### src/rtl/serial_subtractor_pkg.sv
// Shared definitions for the bit-serial subtractor: FSM state encoding and
// the bit-counter width helper.
package serial_subtractor_pkg;

  // Controller states; encodings are fixed so other blocks can decode them.
  typedef enum logic [1:0] {
    ST_IDLE = 2'd0,
    ST_RUN  = 2'd1,
    ST_DONE = 2'd2
  } state_t;

  // Width of the bit counter: max(1, clog2(width)), so a 1-bit build still
  // has a real (single-bit) counter.
  function automatic int cnt_width(input int width);
    int w;
    w = $clog2(width);
    return (w < 1) ? 1 : w;
  endfunction

endpackage

### src/rtl/serial_subtractor_full_subtractor_dataflow.sv
// Single-bit full subtractor: d = x - y - bin, with bout the borrow out.
// Purely combinational.
module full_subtractor_dataflow (
  input  logic x,
  input  logic y,
  input  logic bin,
  output logic d,
  output logic bout
);

  assign d    = x ^ y ^ bin;
  assign bout = (~x & y) | (~(x ^ y) & bin);

endmodule

### src/rtl/serial_subtractor.sv
// Bit-serial unsigned subtractor. Operands are captured on the input
// handshake, then one bit per clock is processed LSB first through a single
// full-subtractor cell with a registered borrow. The result is held in DONE
// until the consumer accepts it.
module serial_subtractor
  import serial_subtractor_pkg::*;
#(
  parameter int WIDTH = 8
) (
  input  logic             clk,
  input  logic             rst,
  input  logic             in_valid,
  output logic             in_ready,
  input  logic [WIDTH-1:0] a,
  input  logic [WIDTH-1:0] b,
  output logic             out_valid,
  input  logic             out_ready,
  output logic [WIDTH-1:0] diff,
  output logic             borrow_out
);

  localparam int             CW       = cnt_width(WIDTH);
  localparam logic [CW-1:0]  CNT_LAST = CW'(WIDTH - 1);
  localparam logic [CW-1:0]  CNT_ONE  = CW'(1);

  state_t           state_reg;
  logic [WIDTH-1:0] ra_reg;
  logic [WIDTH-1:0] rb_reg;
  logic [WIDTH-1:0] dreg_reg;
  logic             br_reg;
  logic [CW-1:0]    cnt_reg;
  logic             in_ready_reg;
  logic             out_valid_reg;

  // Shifted versions of the operand and result registers for one RUN step.
  logic [WIDTH-1:0] ra_next;
  logic [WIDTH-1:0] rb_next;
  logic [WIDTH-1:0] dreg_next;

  logic             d_bit;
  logic             bn_bit;

  // The only arithmetic: one cell working on bit 0 of the shift registers.
  full_subtractor_dataflow u_fs (
    .x    (ra_reg[0]),
    .y    (rb_reg[0]),
    .bin  (br_reg),
    .d    (d_bit),
    .bout (bn_bit)
  );

  // Right-shift network. Operands shift in zeros at the top; the result
  // register receives the freshly computed bit at its MSB so that after
  // WIDTH steps bit 0 holds the first (LSB) difference bit.
  genvar gi;
  generate
    for (gi = 0; gi < WIDTH; gi++) begin : g_shift
      if (gi == WIDTH - 1) begin : g_msb
        assign ra_next[gi]   = 1'b0;
        assign rb_next[gi]   = 1'b0;
        assign dreg_next[gi] = d_bit;
      end else begin : g_body
        assign ra_next[gi]   = ra_reg[gi+1];
        assign rb_next[gi]   = rb_reg[gi+1];
        assign dreg_next[gi] = dreg_reg[gi+1];
      end
    end
  endgenerate

  // Controller and datapath registers; handshake outputs are registered
  // alongside the state so they track it exactly.
  always_ff @(posedge clk or posedge rst) begin
    if (rst) begin
      state_reg     <= ST_IDLE;
      ra_reg        <= '0;
      rb_reg        <= '0;
      dreg_reg      <= '0;
      br_reg        <= 1'b0;
      cnt_reg       <= '0;
      in_ready_reg  <= 1'b1;
      out_valid_reg <= 1'b0;
    end else begin
      case (state_reg)
        ST_IDLE: begin
          if (in_valid) begin
            ra_reg       <= a;
            rb_reg       <= b;
            dreg_reg     <= '0;
            br_reg       <= 1'b0;
            cnt_reg      <= '0;
            state_reg    <= ST_RUN;
            in_ready_reg <= 1'b0;
          end
        end
        ST_RUN: begin
          ra_reg   <= ra_next;
          rb_reg   <= rb_next;
          dreg_reg <= dreg_next;
          br_reg   <= bn_bit;
          cnt_reg  <= cnt_reg + CNT_ONE;
          if (cnt_reg == CNT_LAST) begin
            state_reg     <= ST_DONE;
            out_valid_reg <= 1'b1;
          end
        end
        ST_DONE: begin
          // Result registers are left untouched here so backpressure
          // cannot disturb the presented value.
          if (out_ready) begin
            state_reg     <= ST_IDLE;
            out_valid_reg <= 1'b0;
            in_ready_reg  <= 1'b1;
          end
        end
        default: begin
          state_reg     <= ST_IDLE;
          out_valid_reg <= 1'b0;
          in_ready_reg  <= 1'b1;
        end
      endcase
    end
  end

  assign in_ready   = in_ready_reg;
  assign out_valid  = out_valid_reg;
  assign diff       = dreg_reg;
  assign borrow_out = br_reg;

endmodule
### config.mk
export PLATFORM = sky130hd
export DESIGN_NAME = serial_subtractor
export DESIGN_NICKNAME = d
export VERILOG_FILES = /design/src/rtl/serial_subtractor_pkg.sv /design/src/rtl/serial_subtractor_full_subtractor_dataflow.sv /design/src/rtl/serial_subtractor.sv
export SDC_FILE = /design/constraint.sdc
export NUM_CORES = 1
export LEC_CHECK = 0
export ABC_AREA = 0
export BUFFER_PORTS_ARGS = -buffer_cell sky130_fd_sc_hd__buf_4
export CAP_MARGIN = 20
export CORE_AREA = 8 8 71 73
export CTS_CLUSTER_DIAMETER = 50
export DETAILED_ROUTE_END_ITERATION = 16
export DIE_AREA = 0 0 79 81
export PLACE_DENSITY_LB_ADDON = 0.08
export SLEW_MARGIN = 20
export SYNTH_ARGS = -nofsm -noshare
export SYNTH_HDL_FRONTEND = slang
export SYNTH_SLANG_ARGS = --single-unit
export TNS_END_PERCENT = 20
### constraint.sdc
create_clock -name clk -period 1.94 [get_ports clk]
set_input_delay 0.097 -clock clk [delete_from_list [all_inputs] [get_ports clk]]
set_output_delay 0.097 -clock clk [all_outputs]
set_load 0.1 [all_outputs]
Yosys cells after proc, flatten, opt, wreduce, memory -nomap -nowiden
Cells that the tools add are included.
{"block": "op_classes", "addsub": 1, "n_eq_ne": 6, "muxes": 19, "n_bitwise": 9, "reduce_logical": 6}
{"op": "$pmux 8 s2", "count": 3}
{"op": "$mux 8", "count": 3}
{"op": "$reduce_and 3->1", "count": 3}
{"op": "$mux 2", "count": 3}
{"op": "$ne 2x2->1 const B", "count": 3}
{"op": "$pmux 1 s3", "count": 2}
{"op": "$pmux 2 s3", "count": 1}
{"op": "$pmux 3 s2", "count": 1}
{"op": "$mux 1", "count": 4}
{"op": "$not 1->1", "count": 4}
{"op": "$add 3x1->3 const B", "count": 1}
{"op": "$eq 3x3->1 const B", "count": 1}
{"op": "$mux 3", "count": 1}
{"op": "$and 1x1->1", "count": 2}
{"op": "$eq 2x1->1 const B", "count": 1}
{"op": "$eq 2x2->1 const B", "count": 1}
{"op": "$logic_not 2->1", "count": 1}
{"op": "$pmux 1 s2", "count": 1}
{"op": "$reduce_and 2->1", "count": 1}
{"op": "$reduce_bool 2->1", "count": 1}
{"op": "$xor 1x1->1", "count": 2}
{"op": "$or 1x1->1", "count": 1}
{"block": "totals", "ff_bits": 32, "inputBits": 20, "out_inout_bits": 11, "elab_cells": 49}

Logic depth before layout (Yosys ltp)
{"block": "depth", "ltp_word": 5, "mapped_depth": 5, "ltp_nobuf": 4}

Cells and area by module
A second synthesis with hierarchy kept.
{"block": "unflattened", "hier_cells": 122, "hier_area_um2": 1443.9}
{"mod": "serial_subtractor", "instances": 1, "cells_per_inst": 118, "area_each_um2": 1412.6, "seq_area_each_um2": 802.0}
{"mod": "full_subtractor_dataflow", "instances": 1, "cells_per_inst": 4, "area_each_um2": 31.3, "seq_area_each_um2": 0.0}

Worst setup path before layout
OpenSTA, ideal clock, no wires.
{"block": "synth_path", "path_type": "register to register", "from": "register br_reg, in the netlist borrow_out", "to": "register dreg_reg[7], in the netlist diff[7]", "setup_time_ns": 0.083, "t_arrival_ns": 1.607, "required_ns": 1.857, "path_slack_ns": 0.250, "path_stages_with_launch": 3, "n_path_buf": 0, "synth_period_minus_slack_ns": 1.690, "cell_sequence": "dfrtp_1 -> fa_1 -> o21ai_0"}
{"block": "synth_between", "elab_chain_len": 2}
{"element": "start: declaration", "line_no": "serial_subtractor.sv:30", "source": "logic br_reg;"}
{"element": "start signal: assignment", "line_no": "serial_subtractor.sv:99", "source": "br_reg <= bn_bit;"}
{"element": "$xor 1x1->1", "line_no": "serial_subtractor_full_subtractor_dataflow.sv:11", "source": "assign d = x ^ y ^ bin;"}
{"element": "$pmux 8 s2", "line_no": "serial_subtractor.sv:83", "source": "case (state_reg)"}
{"element": "end signal: assignment", "line_no": "serial_subtractor.sv:98", "source": "dreg_reg <= dreg_next;"}
{"element": "end: declaration", "line_no": "serial_subtractor.sv:29", "source": "logic [WIDTH-1:0] dreg_reg;"}
Every way passes these cells.
A chain may end at the register's enable or synchronous reset.

Final worst setup path
{"block": "layout_path", "from": "register state_reg[0]", "to": "register dreg_reg[2], in the netlist diff[2]"}
{"block": "layout_between", "elab_chain_len": 3, "word_cells_on_any_way": 6, "classes_between": "eq/ne: 2; mux: 1; reduce/logical: 3"}
{"element": "start: declaration", "line_no": "serial_subtractor.sv:26", "source": "state_t state_reg;"}
{"element": "start signal: assignment", "line_no": "serial_subtractor.sv:74", "source": "state_reg <= ST_IDLE;"}
{"element": "start signal: assignment", "line_no": "serial_subtractor.sv:91", "source": "state_reg <= ST_RUN;"}
{"element": "start signal: assignment", "line_no": "serial_subtractor.sv:102", "source": "state_reg <= ST_DONE;"}
{"element": "$eq 2x1->1 or $logic_not 2->1 (tied branches)", "line_no": "serial_subtractor.sv:83"}
{"element": "$reduce_bool 2->1 (no source line) or $ne 2x2->1 (tied branches)"}
{"element": "$reduce_and 2->1 (no source line)"}
Several ways; a longest one is shown, not always the timed one.

==> flow_metrics.tcl <==
set metrics [dict create \
    dpl_cell_area_sq_mm 0.001718 \
    n_antenna_cell 0 \
    p_int_mw 1.861 \
    vias_per_cell 5.188 \
    die_x_um 79 \
    synthCells 127 \
    grt_pass1_wl_um 5520 \
    vias 1079 \
    cp-start-kind "flop" \
    dp_slack_ps 439.5 \
    finalCritPeriodShare_pct 77.60 \
    status "completed" \
    relSlewSlack_pct 53.09 \
    hold_path_depth 2 \
    path_class "flop to flop" \
    switchingPower_mw 1.668 \
    dp_hpwl_um 2274 \
    io_pins 31 \
    start_util_pct 38.17 \
    cts.sinks 32 \
    setup_ws_ps 434.6 \
    syn_avg_cell_area_sq_um 11.76 \
    rsz0062_at_grt "false" \
    hold_viol 0 \
    synth_fp_nets 150 \
    grt_max_degree 33 \
    fillers 402 \
    whs_endpoint "ra_reg[7]" \
    crit_required_ps 2150 \
    grt_usage_pct 10.92 \
    ctsHoldBuffers 1 \
    wirelength_um 3168 \
    maxCapViolCount 0 \
    setup_violations 0 \
    root_buffer "clkbuf_8" \
    drcViolationCount 0 \
    cts_buffers 5 \
    timing.rr.end "diff[2]" \
    grt_pass1_vias 1124 \
    finClkSkew_ps 5.226 \
    dpl.cell_count 199 \
    clk-insertion-delay-late_ps 280 \
    cp_max_fo 10 \
    reg2reg_depth 2 \
    regArea_sq_um 802.0 \
    cts_tree "yes" \
    power_frac_comb_pct 51.4 \
    die_h_um 81 \
    p_per_area_mw_per_mm2 1941 \
    irDropWorstVdd_v 0.0006823 \
    hold_start "a[7]" \
    grt_antenna_before_repair 0 \
    synth_cell_types 25 \
    multi_input_area_sq_um 571.8 \
    min_period_ps 1505 \
    final_area_sq_mm 0.001818 \
    worst_slew_pin_slew_ps 702.1 \
    reg2reg_slack_ps 430 \
    grt.overflow.total 0 \
    num_rows 23 \
    ys_seq_elements 32 \
    wire_per_inst_um 15.23 \
    mappedNetlistArea_sq_mm 0.001494 \
    fmax_ghz 0.6643 \
    layout.nets 180 \
    r2r_start "state_reg[0]" \
    synth_top_area_share_pct 51.93 \
    pwr-share-seq_pct 34.1 \
    port_buffers 30 \
    ys_seq_area_share_pct 53.69 \
    post_layout_nonfiller_instances 208 \
    tns_ps 0 \
    path_clk_slew_ps 60 \
    p_total_mw 3.529 \
    hp-class "primary input to flop" \
    firstDrtPassIters 4 \
    fin_hold_ws_ps 44.88 \
    utilization_pct 46.45 \
    yosys_warnings 0 \
    initialDrtViolationCount 75 \
    clk_path_buf_depth 2 \
    drive_gt1_share_pct 31.65 \
    die-area_sq_mm 0.006399 \
    gp_routability_congestion 0.7004 \
    cts_resized 0 \
    core_area_sq_mm 0.003914 \
    yosys-top-cells-area "dfrtp_1, a22o_1, o221a_2" \
    cts_post_setup_buffers_inserted 0 \
    pwr-share-clk_pct 14.5 \
    yosys.area.top_type "dfrtp_1" \
    synthToLayoutAreaGrowth_pct 21.69 \
    swShare_pct 47.27 \
    ant_nets 0 \
    htreeDepth 2 \
    slew_violations 0 \
    startpoint "state_reg[0]" \
    leakagePower_nw 0.8360 \
    setup.worst_path.end_class "flop" \
    worstPathArrival_ps 1720 \
]
-- placed cells by master (no fill, tap or decap), types with 6 or more instances in the layout --
master	n
buf_4	33
dfrtp_1	31
a22o_1	12
nor2_1	11
inv_1	9
a32oi_1	7
o21a_1	7
nand3b_1	6
o221a_2	6
clkbuf_8	6
-- power by group through the flow --
| stage | combinational, mW | sequential, mW | clock, mW |
|---|---|---|---|
| after detailed placement | 1.83 | 1.22 | 0 |
| after global placement | 1.79 | 1.21 | 0 |
| final | 1.81 | 1.20 | 0.513 |
| after global routing | 1.95 | 1.25 | 0.569 |
| after CTS | 1.84 | 1.21 | 0.536 |
| after floorplan | 0.866 | 1.85 | 0 |
-- critical path, cell delays in order (launching register included) --
cell and delay, ps:
dfrtp_1 550, nor2b_1 630, a22o_1 260
-- logic make-up (layout without fill, tap and decap cells) --
group	Yosys count	after routing	share of synthesized area, %
and+or+nand+nor	31	31	11.89
AOI/OAI and AO/OA	41	41	23.37
DFF	32	32	53.69
adders and majority gates	3	3	3.015
buffers and inverters	20	51	8.039
-- cell usage after synthesis, drive strengths merged --
library cell	n
nor2	14
a32oi	7
inv	9
fa	1
a221oi	1
nor3	1
o221a	6
ha	2
a21oi	3
buf	11
o21bai	1
o21a	7
nand3b	6
dfrtp	31
nand2	5
a22o	12
nor4b	1
nor2b	1
nand2b	3
o21ai	4
dfstp	1
-- worst max-delay path by stage --
stage,endpoint,cells after the start
floorplan,diff[7],2
finish,diff[2],2
detailed placement,diff[6],2
global placement,rb_reg[0],4
global route,borrow_out,2
CTS,diff[6],2
-- layout make-up --
type | instances | share of cell area [%]
well taps | 50 | 3.441
multi-input cells | 75 | 31.45
clock buffers | 8 | 4.955
inverters | 9 | 1.858
flip-flops and latches | 32 | 44.12
repair buffers | 34 | 14.18
-- metal layers --
metal	global-route usage, %	vias to the layer above	routed length (um)	part of all wire [%]
met4	4.444	0	48	1.5
met5	0	-	0	0
met1	13.67	521	1456	46
met3	4.746	6	213	6.7
li1	-	522	-	-
met2	16.19	30	1450	46
No activity file was read; power rests on OpenSTA's default activity.
